## src/rtl/matrix_pkg.sv

```systemverilog
`default_nettype none
// ============================================================================
// Module   : matrix_pkg
// Brief    : Shared scan-controller state encoding, width helper and default
//            panel geometry.
// Revision : 1.0 - initial release
// ============================================================================
package matrix_pkg;

  localparam int DEFAULT_COLUMNS         = 64;
  localparam int DEFAULT_ROW_ADDR_WIDTH  = 4;
  localparam int DEFAULT_BRIGHTNESS_BITS = 6;
  localparam int DEFAULT_LSB_ON_TICKS    = 16;
  localparam int DEFAULT_LSB_ON_WIDTH    = 5;
  localparam int DEFAULT_BLANK_TICKS     = 2;

  localparam int STATE_WIDTH = 3;
  localparam logic [2:0] ST_IDLE    = 3'd0;
  localparam logic [2:0] ST_SHIFT   = 3'd1;
  localparam logic [2:0] ST_CLK_HI  = 3'd2;
  localparam logic [2:0] ST_WAIT_ON = 3'd3;
  localparam logic [2:0] ST_BLANK   = 3'd4;
  localparam logic [2:0] ST_LATCH   = 3'd5;

  // Never returns 0 so single-entry fields still get a 1-bit vector.
  function automatic int clog2(input int value);
    int width;
    width = 1;
    while ((1 << width) < value) width++;
    return width;
  endfunction

endpackage
`default_nettype wire

```

## src/rtl/bcm_on_timer.sv

```systemverilog
`default_nettype none
// ============================================================================
// Module   : bcm_on_timer
// Brief    : Weighted, dimmed on-time for the latched bit-plane and the
//            down-counter that qualifies output enable.
// Revision : 1.0 - initial release
// ============================================================================
module bcm_on_timer
  import matrix_pkg::*;
#(
  parameter int BRIGHTNESS_BITS = DEFAULT_BRIGHTNESS_BITS,
  parameter int LSB_ON_TICKS    = DEFAULT_LSB_ON_TICKS,
  parameter int LSB_ON_WIDTH    = DEFAULT_LSB_ON_WIDTH,
  parameter int PLANE_WIDTH     = clog2(BRIGHTNESS_BITS)
) (
  input  logic                   clk_in,
  input  logic                   reset,
  input  logic                   load,
  input  logic [PLANE_WIDTH-1:0] plane,
  input  logic [7:0]             dim,
  output logic                   timer_zero,
  output logic                   active_next
);

  localparam int PRODUCT_WIDTH = LSB_ON_WIDTH + BRIGHTNESS_BITS + 9;

  logic [8:0]               w_dim_plus;
  logic [PRODUCT_WIDTH-1:0] w_base;
  logic [PRODUCT_WIDTH-1:0] w_product;
  logic [PRODUCT_WIDTH-1:0] w_target;
  logic [PRODUCT_WIDTH-1:0] w_timer_next;
  logic [PRODUCT_WIDTH-1:0] r_timer;

  always_comb begin
    w_dim_plus = {1'b0, dim} + 9'd1;
    w_base     = PRODUCT_WIDTH'(LSB_ON_TICKS) << plane;
    w_product  = w_base * {{(PRODUCT_WIDTH-9){1'b0}}, w_dim_plus};
    w_target   = w_product >> 8;
    // The counter keeps running in every state, so a plane finishes its
    // on-time even after the scanner has gone idle.
    if (load) begin
      w_timer_next = w_target;
    end else if (r_timer != '0) begin
      w_timer_next = r_timer - PRODUCT_WIDTH'(1);
    end else begin
      w_timer_next = r_timer;
    end
  end

  always_ff @(posedge clk_in) begin
    if (!reset) begin
      r_timer <= '0;
    end else begin
      r_timer <= w_timer_next;
    end
  end

  assign timer_zero  = (r_timer == '0);
  assign active_next = (w_timer_next != '0);

endmodule
`default_nettype wire

```

## src/rtl/matrix_scan_bcm.sv

```systemverilog
`default_nettype none
// ============================================================================
// Module   : matrix_scan_bcm
// Brief    : HUB75 scan controller: shifts one bit-plane of one row pair while
//            the previously latched plane is displayed for its BCM on-time.
// Revision : 1.0 - initial release
// ============================================================================
module matrix_scan_bcm
  import matrix_pkg::*;
#(
  parameter int COLUMNS         = DEFAULT_COLUMNS,
  parameter int ROW_ADDR_WIDTH  = DEFAULT_ROW_ADDR_WIDTH,
  parameter int BRIGHTNESS_BITS = DEFAULT_BRIGHTNESS_BITS,
  parameter int LSB_ON_TICKS    = DEFAULT_LSB_ON_TICKS,
  parameter int LSB_ON_WIDTH    = DEFAULT_LSB_ON_WIDTH,
  parameter int BLANK_TICKS     = DEFAULT_BLANK_TICKS
) (
  input  logic                          clk_in,
  input  logic                          reset,
  input  logic                          enable,
  input  logic [7:0]                    dim,
  input  logic                          pixel_ack,
  output logic                          pixel_req,
  output logic [clog2(COLUMNS)-1:0]     column_address,
  output logic [ROW_ADDR_WIDTH-1:0]     row_address,
  output logic [BRIGHTNESS_BITS-1:0]    brightness_mask,
  output logic [ROW_ADDR_WIDTH-1:0]     row_address_active,
  output logic                          clk_pixel,
  output logic                          row_latch,
  output logic                          output_enable,
  output logic                          frame_start,
  output logic                          busy
);

  localparam int COL_W   = clog2(COLUMNS);
  localparam int PLANE_W = clog2(BRIGHTNESS_BITS);
  localparam int BLANK_W = clog2(BLANK_TICKS + 1);

  logic [STATE_WIDTH-1:0]    r_state;
  logic [PLANE_W-1:0]        r_plane;
  logic [BLANK_W-1:0]        r_blank_cnt;

  logic [STATE_WIDTH-1:0]    w_state_next;
  logic [COL_W-1:0]          w_column_next;
  logic [ROW_ADDR_WIDTH-1:0] w_row_next;
  logic [PLANE_W-1:0]        w_plane_next;
  logic [BLANK_W-1:0]        w_blank_next;
  logic                      w_latch;
  logic                      w_last_plane;
  logic                      w_timer_zero;
  logic                      w_timer_active_next;

  assign w_latch      = (r_state == ST_LATCH);
  assign w_last_plane = (r_plane == PLANE_W'(BRIGHTNESS_BITS - 1));

  bcm_on_timer #(
    .BRIGHTNESS_BITS (BRIGHTNESS_BITS),
    .LSB_ON_TICKS    (LSB_ON_TICKS),
    .LSB_ON_WIDTH    (LSB_ON_WIDTH),
    .PLANE_WIDTH     (PLANE_W)
  ) u_on_timer (
    .clk_in      (clk_in),
    .reset       (reset),
    .load        (w_latch),
    .plane       (r_plane),
    .dim         (dim),
    .timer_zero  (w_timer_zero),
    .active_next (w_timer_active_next)
  );

  always_comb begin
    w_state_next  = r_state;
    w_column_next = column_address;
    w_row_next    = row_address;
    w_plane_next  = r_plane;
    w_blank_next  = r_blank_cnt;
    case (r_state)
      ST_IDLE: begin
        if (enable) begin
          w_state_next  = ST_SHIFT;
          w_column_next = '0;
          w_row_next    = '0;
          w_plane_next  = '0;
        end
      end
      ST_SHIFT: begin
        if (pixel_ack) w_state_next = ST_CLK_HI;
      end
      ST_CLK_HI: begin
        if (column_address != COL_W'(COLUMNS - 1)) begin
          w_column_next = column_address + COL_W'(1);
          w_state_next  = ST_SHIFT;
        end else begin
          w_column_next = '0;
          w_state_next  = ST_WAIT_ON;
        end
      end
      ST_WAIT_ON: begin
        if (w_timer_zero) begin
          w_state_next = ST_BLANK;
          w_blank_next = BLANK_W'(BLANK_TICKS - 1);
        end
      end
      ST_BLANK: begin
        if (r_blank_cnt == '0) w_state_next = ST_LATCH;
        else                   w_blank_next = r_blank_cnt - BLANK_W'(1);
      end
      ST_LATCH: begin
        w_state_next = enable ? ST_SHIFT : ST_IDLE;
        if (w_last_plane) begin
          w_plane_next = '0;
          w_row_next   = row_address + ROW_ADDR_WIDTH'(1);
        end else begin
          w_plane_next = r_plane + PLANE_W'(1);
        end
      end
      default: w_state_next = ST_IDLE;
    endcase
  end

  // Strobes are decoded from the next state so every output leaves a flop.
  always_ff @(posedge clk_in) begin
    if (!reset) begin
      r_state            <= ST_IDLE;
      r_plane            <= '0;
      r_blank_cnt        <= '0;
      column_address     <= '0;
      row_address        <= '0;
      brightness_mask    <= BRIGHTNESS_BITS'(1);
      row_address_active <= '0;
      pixel_req          <= 1'b0;
      clk_pixel          <= 1'b0;
      row_latch          <= 1'b0;
      output_enable      <= 1'b0;
      frame_start        <= 1'b0;
      busy               <= 1'b0;
    end else begin
      r_state         <= w_state_next;
      r_plane         <= w_plane_next;
      r_blank_cnt     <= w_blank_next;
      column_address  <= w_column_next;
      row_address     <= w_row_next;
      brightness_mask <= BRIGHTNESS_BITS'(1) << w_plane_next;
      if (w_latch) row_address_active <= row_address;
      pixel_req       <= (w_state_next == ST_SHIFT);
      clk_pixel       <= (w_state_next == ST_CLK_HI);
      row_latch       <= (w_state_next == ST_LATCH);
      busy            <= (w_state_next != ST_IDLE);
      frame_start     <= w_latch && w_last_plane && (&row_address);
      output_enable   <= w_timer_active_next &&
                         (w_state_next != ST_BLANK) && (w_state_next != ST_LATCH);
    end
  end

endmodule
`default_nettype wire

```

## config.mk

```make
export PLATFORM = sky130hd
export DESIGN_NAME = matrix_scan_bcm
export DESIGN_NICKNAME = d
export VERILOG_FILES = /design/src/rtl/matrix_pkg.sv /design/src/rtl/bcm_on_timer.sv /design/src/rtl/matrix_scan_bcm.sv
export SDC_FILE = /design/constraint.sdc
export NUM_CORES = 1
export LEC_CHECK = 0
export CELL_PAD_IN_SITES_DETAIL_PLACEMENT = 0
export CELL_PAD_IN_SITES_GLOBAL_PLACEMENT = 2
export CORE_UTILIZATION = 33
export DETAILED_ROUTE_END_ITERATION = 8
export PLACE_DENSITY = 0.83
export SLEW_MARGIN = 25
export SYNTH_ARGS = -nofsm -noshare
export SYNTH_HDL_FRONTEND = slang
export SYNTH_SLANG_ARGS = --single-unit
```

## constraint.sdc

```tcl
create_clock -name clk_in -period 5.37 [get_ports clk_in]
set_clock_uncertainty 0.15 [all_clocks]
set_input_delay 0.537 -clock clk_in [delete_from_list [all_inputs] [get_ports clk_in]]
set_output_delay 0.537 -clock clk_in [all_outputs]
set_load 0.05 [all_outputs]
```

# Word level (Yosys, flattened, before mapping)
# Index checks and enable logic that the tools add are counted.
[op_classes] eq_ne=16 n_reduce_logical=17 mux=21 add_sub_neg=6 shift=2 multipliers=1
[ops] op="$mux 20" n=2
[ops] op="$reduce_bool 20->1" n=2
[ops] op="$logic_not 20->1" n=1
[ops] op="$mul 20x9->20" n=1
[ops] op="$shl 5x3->20 const A" n=1
[ops] op="$sub 20x1->20 const B" n=1
[ops] op="$mux 3" n=6
[ops] op="$pmux 3 s6" n=1
[ops] op="$eq 3x3->1 const B" n=4
[ops] op="$mux 6" n=2
[ops] op="$pmux 6 s2" n=1
[ops] op="$add 8x1->9 const B" n=1
[ops] op="$eq 3x2->1 const B" n=3
[ops] op="$mux 4" n=2
[ops] op="$pmux 4 s2" n=1
[ops] op="$add 6x1->6 const B" n=1
[ops] op="$eq 3x1->1 const B" n=2
[ops] op="$mux 2" n=3
[ops] op="$ne 3x3->1 const B" n=2
[ops] op="$ne 6x6->1 const B" n=1
[ops] op="$pmux 3 s2" n=1
[ops] op="$reduce_and 3->1" n=2
[ops] op="$reduce_bool 2->1" n=3
[ops] op="$shl 1x3->6 const A" n=1
[ops] op="13 further kinds" n=18
[word_totals] reg_bits=54 word_cells=77 output_inout_bits=26

# Logic depth before layout (Yosys ltp)
# Gate-level depths: netlist of run 1.
[depth] word_depth=6 depth_mapped=22

# Hierarchy
# From an unflattened synthesis of run 1, not the netlist that was laid out.
[unflattened] cells_unflattened=628 hier_area_um2=5201.2
[modules_own_cells] module="bcm_on_timer" instances=1 cells_each=454 seq_area_each_um2=400.4 area_each_um2=3694.8
[modules_own_cells] module="matrix_scan_bcm" instances=1 cells_each=174 seq_area_each_um2=680.7 area_each_um2=1506.4

# Worst setup path before layout of run 1
# No wires, ideal clock.
[synth_path] path_type="input port to flip-flop" startpoint="input dim[0]" endpoint="register output_enable" stages=21 setup_ns=0.139 setup_slack_ns=-0.292 t_required_ns=5.081 n_path_buf=0 t_arrival_ns=5.373 cell_sequence="ha_1 > nand3_1 > nor2_1 > nand3_1 > or2_2 > fa_1 > fa_1 > inv_1 > fa_1 > inv_1 > fa_1 > inv_1 > ha_1 > o21ai_0 > o21ai_0 > a21oi_1 > a211o_1 > a211oi_1 > nand4_1 > nor4_1 > a41oi_1"
[synth_between] elab_chain_cells=6
[synth_lines] item="start, declared" line="matrix_scan_bcm.sv:21" rtl="input logic [7:0] dim,"
[synth_lines] item="$add 8x1->9" line="bcm_on_timer.sv:35" rtl="w_dim_plus = {1'b0, dim} + 9'd1;"
[synth_lines] item="$mul 20x9->20" line="bcm_on_timer.sv:37" rtl="w_product = w_base * {{(PRODUCT_WIDTH-9){1'b0}}, w_dim_plus};"
[synth_lines] item="$mux 20" line="bcm_on_timer.sv:41" rtl="if (load) begin"
[synth_lines] item="$reduce_bool 20->1" line="bcm_on_timer.sv:59" rtl="assign active_next = (w_timer_next != '0);"
[synth_lines] item="$logic_and 1x1->1" line="matrix_scan_bcm.sv:150" rtl="output_enable <= w_timer_active_next &&"
[synth_lines] item="$logic_and 1x1->1" line="matrix_scan_bcm.sv:151" rtl="(w_state_next != ST_BLANK) && (w_state_next != ST_LATCH);"
[synth_lines] item="end signal, assigned" line="matrix_scan_bcm.sv:150"
[synth_lines] item="end, declared" line="matrix_scan_bcm.sv:30" rtl="output logic output_enable,"
# Every way passes these cells.
# A chain may end at the register's enable or synchronous reset.

# Worst setup path after layout of run 1
# Ends and elaborated chain as after synthesis.

==> results of run 1 <==
what timing repair did:
item | CTS | global route
pin swaps | 22 | 33
buffers inserted | 3 | 6
resized for setup | 34 | 59
endpoints found under the setup margin | 6 | 5
worst max-delay path, stage by stage:
cell	delay [ns]
sky130_fd_sc_hd__buf_4	0.11
sky130_fd_sc_hd__ha_4	0.16
sky130_fd_sc_hd__nand3_4	0.09
sky130_fd_sc_hd__nor2_4	0.16
sky130_fd_sc_hd__buf_12	0.13
sky130_fd_sc_hd__xnor2_4	0.13
sky130_fd_sc_hd__nand2b_4	0.16
sky130_fd_sc_hd__fa_1	0.42
sky130_fd_sc_hd__fa_1	0.49
sky130_fd_sc_hd__inv_1	0.06
sky130_fd_sc_hd__fa_1	0.53
sky130_fd_sc_hd__inv_1	0.05
sky130_fd_sc_hd__fa_1	0.48
sky130_fd_sc_hd__inv_2	0.05
sky130_fd_sc_hd__ha_4	0.23
sky130_fd_sc_hd__o21ai_2	0.06
sky130_fd_sc_hd__o21ai_2	0.09
sky130_fd_sc_hd__buf_4	0.15
sky130_fd_sc_hd__a311oi_4	0.30
sky130_fd_sc_hd__xnor2_1	0.12
sky130_fd_sc_hd__nor2_1	0.16
sky130_fd_sc_hd__a21oi_2	0.06
sky130_fd_sc_hd__nor4_2	0.30
sky130_fd_sc_hd__a41oi_1	0.14
cell usage after synthesis (3+ instances only):
cell type,instances
sky130_fd_sc_hd__a211oi_1,6
sky130_fd_sc_hd__a21o_1,3
sky130_fd_sc_hd__a21oi_1,33
sky130_fd_sc_hd__and2_1,10
sky130_fd_sc_hd__and3_1,4
sky130_fd_sc_hd__clkbuf_1,14
sky130_fd_sc_hd__dfxtp_1,54
sky130_fd_sc_hd__fa_1,42
sky130_fd_sc_hd__ha_1,40
sky130_fd_sc_hd__inv_1,64
sky130_fd_sc_hd__mux2i_1,4
sky130_fd_sc_hd__nand2_1,48
sky130_fd_sc_hd__nand2b_1,13
sky130_fd_sc_hd__nand3_1,17
sky130_fd_sc_hd__nand3b_1,7
sky130_fd_sc_hd__nand4_1,6
sky130_fd_sc_hd__nor2_1,92
sky130_fd_sc_hd__nor2b_1,10
sky130_fd_sc_hd__nor3_1,20
sky130_fd_sc_hd__nor3b_1,7
sky130_fd_sc_hd__nor4_1,9
sky130_fd_sc_hd__o211ai_1,3
sky130_fd_sc_hd__o21a_1,3
sky130_fd_sc_hd__o21ai_0,12
sky130_fd_sc_hd__o31ai_1,3
sky130_fd_sc_hd__or2_2,8
sky130_fd_sc_hd__or3_1,4
sky130_fd_sc_hd__or4_1,4
sky130_fd_sc_hd__xnor2_1,21
sky130_fd_sc_hd__xor2_1,11
metal layers:
layer	vias to the layer above	track usage, %	wire length, µm	share of wire (%)
met5	-	0	0	0
met4	0	3.72	123	1.0
met3	8	2.52	289	2.3
met2	43	31.2	6100	49
met1	2187	23.4	5810	47
li1	2220	-	-	-
flip-flops by register name, indices dropped and copies added (netlist names), 2 cells and up:
| name | cells |
|---|---|
| r_plane | 3 |
| r_blank_cnt | 2 |
| brightness_mask | 6 |
| column_address | 6 |
| row_address_active | 4 |
| r_state | 3 |
| u_on_timer.r_timer | 20 |
| row_address | 4 |
layout make-up:
type	instances	share of cell area, %
flip-flops and latches	54	16.7
inverters	65	3.75
repair buffers	114	14.8
clock buffers	6	2.13
multi-input cells	466	58.8
well taps	184	3.54
clock inverters	2	0.250
cells by family after synthesis:
kind of cell               synth area share [%]
adders and majority gates                  27.2
and+or+nand+nor                            28.0
AOI/OAI and AO/OA                          9.32
other                                    0.0761
DFF                                        21.9
xor gates and xnor gates                   5.69
buffers and inverters                      6.50
muxes                                      1.27
worst max path at each step:
stage | from | end | depth (start not counted)
global route | r_plane[2] | output_enable | 21
finish | dim[0] | output_enable | 24
floorplan | dim[0] | output_enable | 21
detailed placement | dim[0] | output_enable | 22
global placement | dim[0] | output_enable | 23
CTS | r_plane[2] | output_enable | 21
metrics by stage:
stage | utilization [%] | TNS [ns] | instances
final | 44.8 | 0 | 891
after global routing | 44.8 | -0.0343 | 891
after CTS | 43.2 | 0 | 885
after detailed placement | 41.2 | -4.02 | 875
after global placement | 41.2 | -3.52 | 875
after floorplan | - | 0 | 603
power breakdown:
group / switching, mW / total, mW / internal, mW
clock: 0.155 / 0.343 / 0.188
sequential: 0.0656 / 0.522 / 0.457
combinational: 0.461 / 0.820 / 0.359
total: 0.681 / 1.69 / 1.00
==> flow_summary.html, run 1 <==
<table>
<tr><th>Metric</th><th>Value</th></tr>
<tr><th colspan="2">Finish</th></tr>
<tr><td>Final nets</td><td>800</td></tr>
<tr><td># fillers</td><td>roughly 1500</td></tr>
<tr><td>Commonest non-fill, non-tap cells in the layout</td><td>83 x sky130_fd_sc_hd__nor2_1, 72 x sky130_fd_sc_hd__buf_4, 62 x sky130_fd_sc_hd__inv_1</td></tr>
<tr><td>Share of final-layout standard cells stronger than drive strength 1</td><td>22.1%</td></tr>
<tr><td>Seq. cell area</td><td>around 0.0011 mm²</td></tr>
<tr><td>Leading cell type in the layout, fill and taps excluded</td><td>sky130_fd_sc_hd__nor2_1</td></tr>
<tr><td>Antenna Diode Count</td><td>0</td></tr>
<tr><td>Synth-to-Final Area Change</td><td>32.1%</td></tr>
<tr><td>Post-Layout Inst Area</td><td>roughly 0.0065 mm²</td></tr>
<tr><td>Multi-input combinational cell area</td><td>~0.0038 mm²</td></tr>
<tr><th colspan="2">Logic synthesis</th></tr>
<tr><td>Fraction of synthesis flops using an asynchronous set or reset pin</td><td>0%</td></tr>
<tr><td>#FFs+latches synth</td><td>54</td></tr>
<tr><td>Main synth FF type</td><td>sky130_fd_sc_hd__dfxtp_1</td></tr>
<tr><td>Syn_nets</td><td>697</td></tr>
<tr><td>Share of the synthesized area in the top cell type</td><td>between 20% and 30%</td></tr>
<tr><td>Synth warn</td><td>0</td></tr>
<tr><td>Distinct cell type count after synthesis</td><td>55</td></tr>
<tr><td>Sequential share of the synthesized area</td><td>between 20% and 30%</td></tr>
<tr><td>Synthesized netlist cell count</td><td>~600</td></tr>
<tr><td>Netlist area before placement</td><td>slightly below 0.005 mm²</td></tr>
<tr><td>Number of enable-type register cells in the synthesized netlist</td><td>0</td></tr>
<tr><td>Synthesized area per cell</td><td>about 8.2 µm²</td></tr>
<tr><td>Top post-synthesis cells by area</td><td>sky130_fd_sc_hd__dfxtp_1 22%, sky130_fd_sc_hd__fa_1 17%, sky130_fd_sc_hd__ha_1 10%, sky130_fd_sc_hd__nor2_1 7.0%, sky130_fd_sc_hd__inv_1 4.9%</td></tr>
<tr><td>Cell accounting for the most synthesized area</td><td>sky130_fd_sc_hd__dfxtp_1</td></tr>
<tr><th colspan="2">Critical path</th></tr>
<tr><td>Worst path arrival time</td><td>between 5 and 6 ns</td></tr>
<tr><td>Worst Setup Start Kind</td><td>input pin</td></tr>
<tr><td>Startpoint of the worst register-to-register path</td><td>r_plane[2]</td></tr>
<tr><td>Worst setup path category</td><td>in2reg</td></tr>
<tr><td>WP data required</td><td>5.40 ns</td></tr>
<tr><td>Capturing element type of the critical path</td><td>flop</td></tr>
<tr><td>Critical Path Fanout Max</td><td>4</td></tr>
<tr><td>R2r worst-path depth</td><td>21</td></tr>
<tr><td>Setup slack, reg-to-reg</td><td>about 0.24 ns</td></tr>
<tr><td>Terminus of the critical flop-to-flop path</td><td>output_enable</td></tr>
<tr><th colspan="2">Global route</th></tr>
<tr><td>Overall routing resource usage</td><td>~18%</td></tr>
<tr><td>Number of antenna violations at the first check in global routing</td><td>0</td></tr>
<tr><td>Vias in the first global route</td><td>between 4000 and 5000</td></tr>
<tr><td>Global-route wire length before repair</td><td>~22000 µm</td></tr>
<tr><td>Remaining global-route overflow</td><td>0</td></tr>
<tr><td>Pin count of the biggest net entering global routing</td><td>31</td></tr>
<tr><th colspan="2">Pwr</th></tr>
<tr><td>Power per Cell Area</td><td>between 200 and 300 mW/mm²</td></tr>
<tr><td>Largest voltage drop on the vdd net</td><td>approximately 0.00015 V</td></tr>
<tr><td>Leakage power figure</td><td>2.92 nW</td></tr>
<tr><td>Overall power after layout</td><td>between 1.5 and 2 mW</td></tr>
<tr><th colspan="2">Clock tree</th></tr>
<tr><td>Sink Count</td><td>54</td></tr>
<tr><td>Num CTS Buffers</td><td>5</td></tr>
<tr><td>Library cell used as clock root buffer</td><td>sky130_fd_sc_hd__clkbuf_16</td></tr>
<tr><td>Deepest level of the CTS H-tree</td><td>2</td></tr>
<tr><td>Reg clk slew, reported paths</td><td>~0.070 ns</td></tr>
<tr><td>TritonCTS clock tree</td><td>built</td></tr>
<tr><td>Number of buffers on the longest clock path</td><td>2</td></tr>
<tr><td>Insertion delay to the later sink of the worst-skew pair</td><td>a little over 0.3 ns</td></tr>
<tr><td>Post-CTS Hold Fix Bufs</td><td>0</td></tr>
<tr><th colspan="2">Worst hold path</th></tr>
<tr><td>Worst hold start</td><td>row_address_active[0]</td></tr>
<tr><td>Hold Crit Depth</td><td>2</td></tr>
<tr><td>Hold Path Class</td><td>reg2reg</td></tr>
<tr><td>Worst hold path endpoint</td><td>row_address_active[0]</td></tr>
<tr><th colspan="2">Timing</th></tr>
<tr><td>Final worst path period share</td><td>~96%</td></tr>
<tr><td>Final worst-path setup slack</td><td>~0.23 ns</td></tr>
<tr><td>Slew of the pin with the lowest slew margin</td><td>roughly 0.70 ns</td></tr>
<tr><td>Worst-case headroom to the max-slew limit</td><td>a little over half</td></tr>
<tr><td>Hold Violations, Final</td><td>0</td></tr>
<tr><td>Max Transition Viols Final</td><td>0</td></tr>
<tr><td>Period minus WS final</td><td>5.14 ns</td></tr>
<tr><td>Hold Slack</td><td>0.311 ns</td></tr>
<tr><td>Upper clock frequency limit</td><td>194 MHz</td></tr>
<tr><td>Setup violators final</td><td>0</td></tr>
<tr><th colspan="2">Status</th></tr>
<tr><td>Run status</td><td>finished, final reports clean</td></tr>
<tr><th colspan="2">Die</th></tr>
<tr><td>Die Wd</td><td>between 100 and 150 µm</td></tr>
<tr><td>Starting density of the core</td><td>33.9%</td></tr>
<tr><td>Area of the core</td><td>around 0.015 mm²</td></tr>
<tr><td>Vertical extent of the die</td><td>124 µm</td></tr>
<tr><td>Rows</td><td>44</td></tr>
<tr><td>Die outline area</td><td>0.0154 mm²</td></tr>
<tr><td>Top-level port count</td><td>38</td></tr>
<tr><th colspan="2">Place</th></tr>
<tr><td>Routability cong.</td><td>around 0.9</td></tr>
<tr><td>Estimated wirelength of the detail-placed design</td><td>a little under 10000 µm</td></tr>
<tr><td>Placed cell area</td><td>between 0.005 and 0.006 mm²</td></tr>
<tr><td>Count of input and output buffers</td><td>37</td></tr>
<tr><td>DP Worst Slack</td><td>-0.860 ns</td></tr>
<tr><th colspan="2">Detailed routing</th></tr>
<tr><td>Post-route antenna net violation count</td><td>0</td></tr>
<tr><td>Average detailed-routed wire length per instance</td><td>between 10 and 15 µm</td></tr>
<tr><td>Post-detailed-routing wire length</td><td>12300 µm</td></tr>
<tr><td>Total DRC errors in the routed layout</td><td>0</td></tr>
<tr><td>Router iterations before antenna repair</td><td>4</td></tr>
<tr><td>Count of vias placed by the detailed router</td><td>4458</td></tr>
<tr><td>Vias per Instance</td><td>roughly 5</td></tr>
<tr><td>Iteration-0 DRC Markers</td><td>185</td></tr>
<tr><th colspan="2">Flow run</th></tr>
<tr><td>Number of max-capacitance violations reported</td><td>0</td></tr>
</table>
No activity file was read; power rests on OpenSTA's default activity.
==> run 2, diff against run 1 <==
Settings changed: SETUP_SLACK_MARGIN set to 0.5.
==> run 2 against run 1 <==
  * Via count rose by 0.47%
  * Maximum frequency is 0.94% higher
  * Wire length increased by 1.9%
  * Clock power is 12% higher
  * Worst hold slack better by 0.0088 ns
  * Clock-buffer cell count decreased by 1
  * Global-route usage down 0.16 points
  * Setup slack improved by 0.048 ns
  * Register-to-register slack improved by 0.04 ns
  * Final cell count is 0.22% higher
  * Critical path depth decreased by 2
  * Cell area grew 3.4%
  * Critical endpoint unchanged
==> flow_summary.html, run 2 (synthesis results as in run 1) <==
<table>
<tr><th>Metric</th><th>Value</th></tr>
<tr><th colspan="2">Status</th></tr>
<tr><td>Run status</td><td>finished, final reports clean (unchanged)</td></tr>
<tr><th colspan="2">Critical path</th></tr>
<tr><td>Delay of the slowest cell on the worst path</td><td>0.54 ns (was 0.53 ns)</td></tr>
<tr><td>Most frequent cell on the critical path</td><td>sky130_fd_sc_hd__fa_1 (unchanged)</td></tr>
<tr><td>Worst path arrival time</td><td>5.11 ns (was 5.17 ns)</td></tr>
<tr><td>Critical Path Fanout Max</td><td>4 (unchanged)</td></tr>
<tr><td>Setup slack, reg-to-reg</td><td>0.28 ns (was 0.24 ns)</td></tr>
<tr><td>Worst setup path category</td><td>in2reg (unchanged)</td></tr>
<tr><td>R2r worst-path depth</td><td>20 (was 21)</td></tr>
<tr><td>WP data required</td><td>5.39 ns (was 5.40 ns)</td></tr>
<tr><td>Capturing element type of the critical path</td><td>flop (unchanged)</td></tr>
<tr><td>Slowest stage cell, crit path</td><td>sky130_fd_sc_hd__fa_1 (unchanged)</td></tr>
<tr><td>List of cells traversed by the critical path</td><td>buf_8, ha_4, nand3_4, buf_12, xor2_4, buf_6, nor2_1, fa_1, fa_1, fa_1, inv_1, fa_1, inv_2, ha_4, o21ai_4, o21ai_4, a21oi_2, a211o_1, a211oi_2, nand4_1, nor4_2, a41oi_1 (was buf_4, ha_4, nand3_4, nor2_4, buf_12, xnor2_4, nand2b_4, fa_1, fa_1, inv_1, fa_1, inv_1, fa_1, inv_2, ha_4, o21ai_2, o21ai_2, buf_4, a311oi_4, xnor2_1, nor2_1, a21oi_2, nor4_2, a41oi_1)</td></tr>
<tr><td>Worst Setup Start Kind</td><td>input pin (unchanged)</td></tr>
<tr><th colspan="2">Worst hold path</th></tr>
<tr><td>Hold Crit Depth</td><td>2 (unchanged)</td></tr>
<tr><td>Hold Path Class</td><td>reg2reg (unchanged)</td></tr>
<tr><th colspan="2">Pwr</th></tr>
<tr><td>Largest voltage drop on the vdd net</td><td>0.000157 V (was 0.000145 V)</td></tr>
<tr><td>Clk network pwr share</td><td>22.1% (was 20.4%)</td></tr>
<tr><td>Switching pwr</td><td>689 µW (was 681 µW)</td></tr>
<tr><td>Power per Cell Area</td><td>259 mW/mm² (about the same)</td></tr>
<tr><td>Switching share of total power</td><td>39.6% (was 40.4%)</td></tr>
<tr><td>Internal Dissipation</td><td>1.05 mW (was 1.00 mW)</td></tr>
<tr><td>Leakage power figure</td><td>2.94 nW (was 2.92 nW)</td></tr>
<tr><td>Overall power after layout</td><td>1.74 mW (was 1.69 mW)</td></tr>
<tr><td>Sequential fraction of design power</td><td>30.0% (was 31.0%)</td></tr>
<tr><td>Relative contribution of combinational cells to total power</td><td>47.9% (was 48.6%)</td></tr>
<tr><th colspan="2">Detailed routing</th></tr>
<tr><td>Average detailed-routed wire length per instance</td><td>14.1 µm (was 13.8 µm)</td></tr>
<tr><td>Iteration-0 DRC Markers</td><td>169 (was 185)</td></tr>
<tr><td>Vias per Instance</td><td>5.02 (was 5.00)</td></tr>
<tr><td>Total DRC errors in the routed layout</td><td>0 (unchanged)</td></tr>
<tr><td>Post-route antenna net violation count</td><td>0 (unchanged)</td></tr>
<tr><td>Post-detailed-routing wire length</td><td>12600 µm (was 12300 µm)</td></tr>
<tr><td>Router iterations before antenna repair</td><td>4 (unchanged)</td></tr>
<tr><td>Count of vias placed by the detailed router</td><td>4479 (was 4458)</td></tr>
<tr><th colspan="2">Flow run</th></tr>
<tr><td>Number of max-capacitance violations reported</td><td>0 (unchanged)</td></tr>
<tr><th colspan="2">Finish</th></tr>
<tr><td>Leading cell type in the layout, fill and taps excluded</td><td>sky130_fd_sc_hd__nor2_1 (unchanged)</td></tr>
<tr><td>Flip-flop count of the largest register after layout</td><td>20 (unchanged)</td></tr>
<tr><td>Final cell count without fillers</td><td>893 (was 891)</td></tr>
<tr><td>Synth-to-Final Area Change</td><td>36.5% (was 32.1%)</td></tr>
<tr><td>Final nets</td><td>802 (was 800)</td></tr>
<tr><td>Share of final-layout standard cells stronger than drive strength 1</td><td>25.5% (was 22.1%)</td></tr>
<tr><td>Antenna Diode Count</td><td>0 (unchanged)</td></tr>
<tr><td>Top reg by flops</td><td>u_on_timer.r_timer (unchanged)</td></tr>
<tr><td>Biggest registers after layout</td><td>u_on_timer.r_timer x20, brightness_mask x6, column_address x6 (unchanged)</td></tr>
<tr><td>Commonest non-fill, non-tap cells in the layout</td><td>82 x sky130_fd_sc_hd__nor2_1, 64 x sky130_fd_sc_hd__buf_4, 55 x sky130_fd_sc_hd__inv_1 (was 83 x sky130_fd_sc_hd__nor2_1, 72 x sky130_fd_sc_hd__buf_4, 62 x sky130_fd_sc_hd__inv_1)</td></tr>
<tr><th colspan="2">Clock tree</th></tr>
<tr><td>Number of buffers on the longest clock path</td><td>2 (unchanged)</td></tr>
<tr><td>Deepest level of the CTS H-tree</td><td>2 (unchanged)</td></tr>
<tr><td>Reg clk slew, reported paths</td><td>0.07 ns (about the same)</td></tr>
<tr><td>TritonCTS clock tree</td><td>built (unchanged)</td></tr>
<tr><td>Library cell used as clock root buffer</td><td>sky130_fd_sc_hd__clkbuf_16 (unchanged)</td></tr>
<tr><td>Post-CTS Hold Fix Bufs</td><td>0 (unchanged)</td></tr>
<tr><td>Sink Count</td><td>54 (unchanged)</td></tr>
<tr><td>Num CTS Buffers</td><td>5 (unchanged)</td></tr>
<tr><td>Insertion delay to the later sink of the worst-skew pair</td><td>0.31 ns (about the same)</td></tr>
<tr><th colspan="2">Die</th></tr>
<tr><td>Die Wd</td><td>124 µm (unchanged)</td></tr>
<tr><td>Rows</td><td>44 (unchanged)</td></tr>
<tr><td>Top-level port count</td><td>38 (unchanged)</td></tr>
<tr><td>Die outline area</td><td>0.0154 mm² (unchanged)</td></tr>
<tr><td>Area of the core</td><td>0.0145 mm² (unchanged)</td></tr>
<tr><td>Vertical extent of the die</td><td>124 µm (unchanged)</td></tr>
<tr><td>Starting density of the core</td><td>33.9% (unchanged)</td></tr>
<tr><th colspan="2">Place</th></tr>
<tr><td>DP Worst Slack</td><td>-0.621 ns (was -0.860 ns)</td></tr>
<tr><td>Estimated wirelength of the detail-placed design</td><td>9680 µm (was 9760 µm)</td></tr>
<tr><td>Routability cong.</td><td>0.940 (was 0.886)</td></tr>
<tr><td>Placed cell count</td><td>866 (was 875)</td></tr>
<tr><td>Count of input and output buffers</td><td>37 (unchanged)</td></tr>
<tr><th colspan="2">Global route</th></tr>
<tr><td>Number of antenna violations at the first check in global routing</td><td>0 (unchanged)</td></tr>
<tr><td>Remaining global-route overflow</td><td>0 (unchanged)</td></tr>
<tr><td>Global-route wire length before repair</td><td>21200 µm (was 21700 µm)</td></tr>
<tr><td>Overall routing resource usage</td><td>17.7% (was 17.9%)</td></tr>
<tr><td>Pin count of the biggest net entering global routing</td><td>31 (unchanged)</td></tr>
<tr><td>Vias in the first global route</td><td>4531 (was 4617)</td></tr>
<tr><th colspan="2">Timing</th></tr>
<tr><td>Setup violators final</td><td>0 (unchanged)</td></tr>
<tr><td>Period minus WS final</td><td>5.09 ns (was 5.14 ns)</td></tr>
<tr><td>Upper clock frequency limit</td><td>196 MHz (was 194 MHz)</td></tr>
<tr><td>Max Transition Viols Final</td><td>0 (unchanged)</td></tr>
<tr><td>Setup repair after global routing missed its margin</td><td>yes</td></tr>
<tr><td>Final worst-path setup slack</td><td>0.276 ns (was 0.228 ns)</td></tr>
<tr><td>Hold Violations, Final</td><td>0 (unchanged)</td></tr>
<tr><td>Worst-case headroom to the max-slew limit</td><td>47.8% (was 52.8%)</td></tr>
<tr><td>Slew of the pin with the lowest slew margin</td><td>0.775 ns (was 0.701 ns)</td></tr>
<tr><td>Hold Slack</td><td>0.320 ns (was 0.311 ns)</td></tr>
<tr><td>Total negative slack</td><td>0 ns (unchanged)</td></tr>
<tr><td>Final worst path period share</td><td>94.9% (was 95.8%)</td></tr>
</table>
## run 2: cell types whose count changed in the layout (fill, tap and decap cells not counted), sizes merged
| cell | change |
|---|---|
| bufinv | +1 |
| buf | +6 |
| clkinv | +1 |
| clkbuf | -5 |
| inv | -1 |
| dlymetal6s2s | -2 |
| dlygate4sd2 | +2 |
## run 2: power groups by stage
stage,logic [mW],registers [mW],clock network (mW)
4_1_cts,0.804,0.522,0.393
3_3_place_gp,0.782,0.528,0
3_5_place_dp,0.781,0.532,0
5_1_grt,0.922,0.531,0.409
6_report,0.834,0.523,0.384
2_1_floorplan,0.592,0.522,0
## run 2: per-stage QoR
stage | util (%) | instance area (µm²)
after global routing | 46.3 | 6730
final | 46.3 | 6730
after detailed placement | 41.6 | 6040
after global placement | 41.6 | 6040
after floorplan | - | 5070
after CTS | 44.1 | 6400
## run 2: timing repair
item	in CTS	in global routing
endpoints found under the setup margin	9	7
resized for setup	55	67
setup buffers	8	11
pin swaps	33	60
## run 2: area by class of cell
cell class	instances	area, µm²
inverters	65	250
fillers	1462	7810
flip-flops and latches	54	1090
clock buffers	5	125
well taps	184	230
multi-input cells	466	3960
repair buffers	116	1020
clock inverters	3	47.5
## run 2: critical path, delay by kind of cell
kind	cells	cell delay [ns]
adders and majority gates	6	2.40
AOI/OAI and AO/OA	6	0.93
and+or+nand+nor	4	0.56
xor gates and xnor gates	1	0.21
buffers and inverters	5	0.46
## run 2: path summary, 6_finish.rpt
| check | from | endpoint |
|---|---|---|
| hold / removal | row_address_active[1] | row_address_active[1] |
| setup reg to reg | r_plane[2] | output_enable |
| setup / recovery | dim[1] | output_enable |
| hold reg to reg | row_address_active[1] | row_address_active[1] |
## run 2: routing by layer
metal / share of wire, % / global-route usage, %
met1: 47 / 22.7
met2: 48 / 29.6
met5: 0 / 0
met4: 1.8 / 5.51
met3: 3.8 / 3.75
==> run 3, diff against run 2 <==
Settings changed: SLEW_MARGIN 25 to 20.
Clock period 5.37 ns to 4.2 ns, I/O delays scaled along.
==> run 3 against run 2 <==
  * Total power grew 28%
  * Via count grew 1.5%
  * Register-to-register slack lost 0.98 ns
  * The flow now finishes with violations (setup timing)
  * Sequential cell count is the same
  * Worst hold slack lost 0.0044 ns
  * Core utilization grew 3.4 points
  * Sequential share of layout area shrank 1.1 points
  * Critical path depth grew 3
  * First-iteration DRC count shrank 18%
  * Clock-buffer cell count is the same
  * Largest cell class unchanged
  * Non-clock buffer count grew 22
  * Cell area grew 7.4%
==> flow_summary.html, run 3 (synthesis results as in run 1) <==
<table>
<tr><th>Metric</th><th>Value</th></tr>
<tr><th colspan="2">Critical path</th></tr>
<tr><td>Delay of the slowest cell on the worst path</td><td>0.53 ns (was 0.54 ns)</td></tr>
<tr><td>WP data required</td><td>4.22 ns (was 5.39 ns)</td></tr>
<tr><td>Most frequent cell on the critical path</td><td>sky130_fd_sc_hd__inv_2 (was sky130_fd_sc_hd__fa_1)</td></tr>
<tr><td>Setup slack, reg-to-reg</td><td>-0.70 ns (was 0.28 ns)</td></tr>
<tr><td>Slowest stage cell, crit path</td><td>sky130_fd_sc_hd__fa_2 (was sky130_fd_sc_hd__fa_1)</td></tr>
<tr><td>Timing startpoint of the critical path</td><td>dim[1] (unchanged)</td></tr>
<tr><td>Capturing element type of the critical path</td><td>flop (unchanged)</td></tr>
<tr><td>Critical Path Fanout Max</td><td>5 (was 4)</td></tr>
<tr><td>Startpoint of the worst register-to-register path</td><td>r_plane[0] (was r_plane[2])</td></tr>
<tr><td>Worst setup path category</td><td>in2reg (unchanged)</td></tr>
<tr><td>R2r worst-path depth</td><td>19 (was 20)</td></tr>
<tr><td>Crit path capture</td><td>output_enable (unchanged)</td></tr>
<tr><td>Worst path arrival time</td><td>4.95 ns (was 5.11 ns)</td></tr>
<tr><td>Worst Setup Start Kind</td><td>input pin (unchanged)</td></tr>
<tr><td>Terminus of the critical flop-to-flop path</td><td>output_enable (unchanged)</td></tr>
<tr><th colspan="2">Detailed routing</th></tr>
<tr><td>Vias per Instance</td><td>4.97 (was 5.02)</td></tr>
<tr><td>Average detailed-routed wire length per instance</td><td>14.4 µm (was 14.1 µm)</td></tr>
<tr><td>Total DRC errors in the routed layout</td><td>0 (unchanged)</td></tr>
<tr><td>Iteration-0 DRC Markers</td><td>138 (was 169)</td></tr>
<tr><td>Post-detailed-routing wire length</td><td>13100 µm (was 12600 µm)</td></tr>
<tr><td>Post-route antenna net violation count</td><td>0 (unchanged)</td></tr>
<tr><td>Router iterations before antenna repair</td><td>4 (unchanged)</td></tr>
<tr><td>Count of vias placed by the detailed router</td><td>4547 (was 4479)</td></tr>
<tr><th colspan="2">Timing</th></tr>
<tr><td>Period minus WS final</td><td>about 5 ns</td></tr>
<tr><td>Final worst-path setup slack</td><td>-0.723 ns (was 0.276 ns)</td></tr>
<tr><td>Slew of the pin with the lowest slew margin</td><td>0.847 ns (was 0.775 ns)</td></tr>
<tr><td>Setup violators final</td><td>10 (was 0)</td></tr>
<tr><td>Hold Slack</td><td>0.316 ns (was 0.320 ns)</td></tr>
<tr><td>Total negative slack</td><td>-4.09 ns (was 0 ns)</td></tr>
<tr><td>Final worst path period share</td><td>117%</td></tr>
<tr><td>Setup repair after global routing missed its margin</td><td>yes (unchanged)</td></tr>
<tr><td>Upper clock frequency limit</td><td>about 200 MHz</td></tr>
<tr><td>Max Transition Viols Final</td><td>0 (unchanged)</td></tr>
<tr><td>Hold Violations, Final</td><td>0 (unchanged)</td></tr>
<tr><td>Worst-case headroom to the max-slew limit</td><td>43.4% (was 47.8%)</td></tr>
<tr><th colspan="2">Die</th></tr>
<tr><td>Vertical extent of the die</td><td>124 µm (unchanged)</td></tr>
<tr><td>Rows</td><td>44 (unchanged)</td></tr>
<tr><td>Area of the core</td><td>0.0145 mm² (unchanged)</td></tr>
<tr><td>Die Wd</td><td>124 µm (unchanged)</td></tr>
<tr><td>Die outline area</td><td>0.0154 mm² (unchanged)</td></tr>
<tr><td>Top-level port count</td><td>38 (unchanged)</td></tr>
<tr><td>Starting density of the core</td><td>33.9% (unchanged)</td></tr>
<tr><th colspan="2">Global route</th></tr>
<tr><td>Global-route wire length before repair</td><td>22000 µm (was 21200 µm)</td></tr>
<tr><td>Vias in the first global route</td><td>4732 (was 4531)</td></tr>
<tr><td>Remaining global-route overflow</td><td>0 (unchanged)</td></tr>
<tr><td>Pin count of the biggest net entering global routing</td><td>29 (was 31)</td></tr>
<tr><td>Number of antenna violations at the first check in global routing</td><td>0 (unchanged)</td></tr>
<tr><td>Overall routing resource usage</td><td>18.3% (was 17.7%)</td></tr>
<tr><th colspan="2">Finish</th></tr>
<tr><td># fillers</td><td>1375 (was 1462)</td></tr>
<tr><td>Synth-to-Final Area Change</td><td>46.6% (was 36.5%)</td></tr>
<tr><td>Biggest registers after layout</td><td>u_on_timer.r_timer x20, brightness_mask x6, column_address x6 (unchanged)</td></tr>
<tr><td>Flip-flop count of the largest register after layout</td><td>20 (unchanged)</td></tr>
<tr><td>Final nets</td><td>824 (was 802)</td></tr>
<tr><td>Share of final-layout standard cells stronger than drive strength 1</td><td>31.9% (was 25.5%)</td></tr>
<tr><td>Top reg by flops</td><td>u_on_timer.r_timer (unchanged)</td></tr>
<tr><td>Post-Layout Inst Area</td><td>0.00722 mm² (was 0.00673 mm²)</td></tr>
<tr><td>Final cell count without fillers</td><td>915 (was 893)</td></tr>
<tr><td>Commonest non-fill, non-tap cells in the layout</td><td>77 x sky130_fd_sc_hd__nor2_1, 77 x sky130_fd_sc_hd__buf_4, 51 x sky130_fd_sc_hd__dfxtp_1 (was 82 x sky130_fd_sc_hd__nor2_1, 64 x sky130_fd_sc_hd__buf_4, 55 x sky130_fd_sc_hd__inv_1)</td></tr>
<tr><td>Antenna Diode Count</td><td>0 (unchanged)</td></tr>
<tr><th colspan="2">Place</th></tr>
<tr><td>Estimated wirelength of the detail-placed design</td><td>9860 µm (was 9680 µm)</td></tr>
<tr><td>Placed cell count</td><td>879 (was 866)</td></tr>
<tr><td>Count of input and output buffers</td><td>37 (unchanged)</td></tr>
<tr><td>Routability cong.</td><td>0.887 (was 0.940)</td></tr>
<tr><td>DP Worst Slack</td><td>-1.72 ns (was -0.621 ns)</td></tr>
<tr><td>Placed cell area</td><td>0.00618 mm² (was 0.00604 mm²)</td></tr>
<tr><th colspan="2">Pwr</th></tr>
<tr><td>Sequential fraction of design power</td><td>29.9% (was 30.0%)</td></tr>
<tr><td>Power per Cell Area</td><td>309 mW/mm² (was 259 mW/mm²)</td></tr>
<tr><td>Relative contribution of combinational cells to total power</td><td>48.4% (was 47.9%)</td></tr>
<tr><td>Switching share of total power</td><td>39.6% (about the same)</td></tr>
<tr><td>Leakage power figure</td><td>3.12 nW (was 2.94 nW)</td></tr>
<tr><td>Largest voltage drop on the vdd net</td><td>0.000193 V (was 0.000157 V)</td></tr>
<tr><td>Switching pwr</td><td>886 µW (was 689 µW)</td></tr>
<tr><td>Clk network pwr share</td><td>21.7% (was 22.1%)</td></tr>
<tr><td>Internal Dissipation</td><td>1.35 mW (was 1.05 mW)</td></tr>
<tr><th colspan="2">Clock tree</th></tr>
<tr><td>Number of buffers on the longest clock path</td><td>2 (unchanged)</td></tr>
<tr><td>Post-CTS Hold Fix Bufs</td><td>0 (unchanged)</td></tr>
<tr><td>Library cell used as clock root buffer</td><td>sky130_fd_sc_hd__clkbuf_16 (unchanged)</td></tr>
<tr><td>Num CTS Buffers</td><td>5 (unchanged)</td></tr>
<tr><td>Deepest level of the CTS H-tree</td><td>2 (unchanged)</td></tr>
<tr><td>Insertion delay to the later sink of the worst-skew pair</td><td>0.30 ns (was 0.31 ns)</td></tr>
<tr><td>TritonCTS clock tree</td><td>built (unchanged)</td></tr>
<tr><td>Sink Count</td><td>54 (unchanged)</td></tr>
<tr><td>Reg clk slew, reported paths</td><td>0.07 ns (about the same)</td></tr>
<tr><th colspan="2">Status</th></tr>
<tr><td>Run status</td><td>finished, violations left (was finished, final reports clean)</td></tr>
<tr><td>Violated checks</td><td>setup timing</td></tr>
<tr><th colspan="2">Flow run</th></tr>
<tr><td>Number of max-capacitance violations reported</td><td>0 (unchanged)</td></tr>
<tr><th colspan="2">Worst hold path</th></tr>
<tr><td>Hold Path Class</td><td>reg2reg (unchanged)</td></tr>
</table>
## run 3: cell types whose count changed in the layout (fill, tap and decap cells not counted), moves of 3 or more
cell / before / now
sky130_fd_sc_hd__inv_2: 8 / 15
sky130_fd_sc_hd__a21oi_1: 29 / 26
sky130_fd_sc_hd__nor2_1: 82 / 77
sky130_fd_sc_hd__inv_1: 55 / 48
sky130_fd_sc_hd__xnor2_1: 19 / 14
sky130_fd_sc_hd__buf_6: 13 / 22
sky130_fd_sc_hd__nor2_4: 5 / 10
sky130_fd_sc_hd__ha_4: 8 / 11
sky130_fd_sc_hd__buf_4: 64 / 77
sky130_fd_sc_hd__xnor2_2: 1 / 4
## run 3: worst min-delay path by stage
stage	startpoint	end	cells after the start
final	row_address_active[0]	row_address_active[0]	2
after global routing	row_address_active[0]	row_address_active[0]	2
after CTS	row_address_active[1]	row_address_active[1]	2
after detailed placement	row_address_active[1]	row_address_active[1]	2
after floorplan	r_blank_cnt[1]	r_blank_cnt[1]	2
after global placement	row_address_active[1]	row_address_active[1]	2
## run 3: cell type report
type                       instances  area [µm²]  area share (%)
timing repair buffer             138        1250            17.4
tap                              184         230            3.19
multi-input combinational        466        4220            58.5
clock buffer                       5         125            1.73
inverter                          65         250            3.46
sequential                        54        1090            15.1
clock inverter                     3        47.5           0.658
## run 3: per-layer routing
metal | wire length [µm] | track usage, % | share of wire (%) | vias to the layer above
met5 | 0 | 0 | 0 | -
met4 | 201 | 4.76 | 1.5 | 0
met3 | 371 | 2.56 | 2.8 | 15
met2 | 6570 | 32.3 | 50 | 66
met1 | 5990 | 23.3 | 46 | 2213
li1 | - | - | - | 2253
## run 3: repair_timing
item,4_1_cts,5_1_grt
resized for setup,106,68
buffers inserted,15,13
hold endpoints to repair,0,0
pin swaps,62,41
setup endpoints to repair,13,12
## run 3: critical path: cells and delay by family
family	cells	cell delay (ns)
adders and majority gates	6	2.39
xor gates and xnor gates	2	0.37
and+or+nand+nor	8	0.97
AOI/OAI and AO/OA	2	0.23
buffers and inverters	7	0.57
## run 3: through the flow
stage               utilization (%)  total power, mW
detailed placement             42.5             1.68
global placement               42.5             1.67
CTS                            47.0             2.23
finish                         49.7             2.23
global route                   49.7             2.38
floorplan                         -             1.43
## run 3: power groups by stage
stage               logic, mW  clock network, mW  registers [mW]
floorplan               0.758                  0           0.668
global placement        0.998                  0           0.676
detailed placement       1.00                  0           0.682
CTS                      1.05              0.502           0.669
global route             1.18              0.520           0.680
finish                   1.08              0.485           0.669
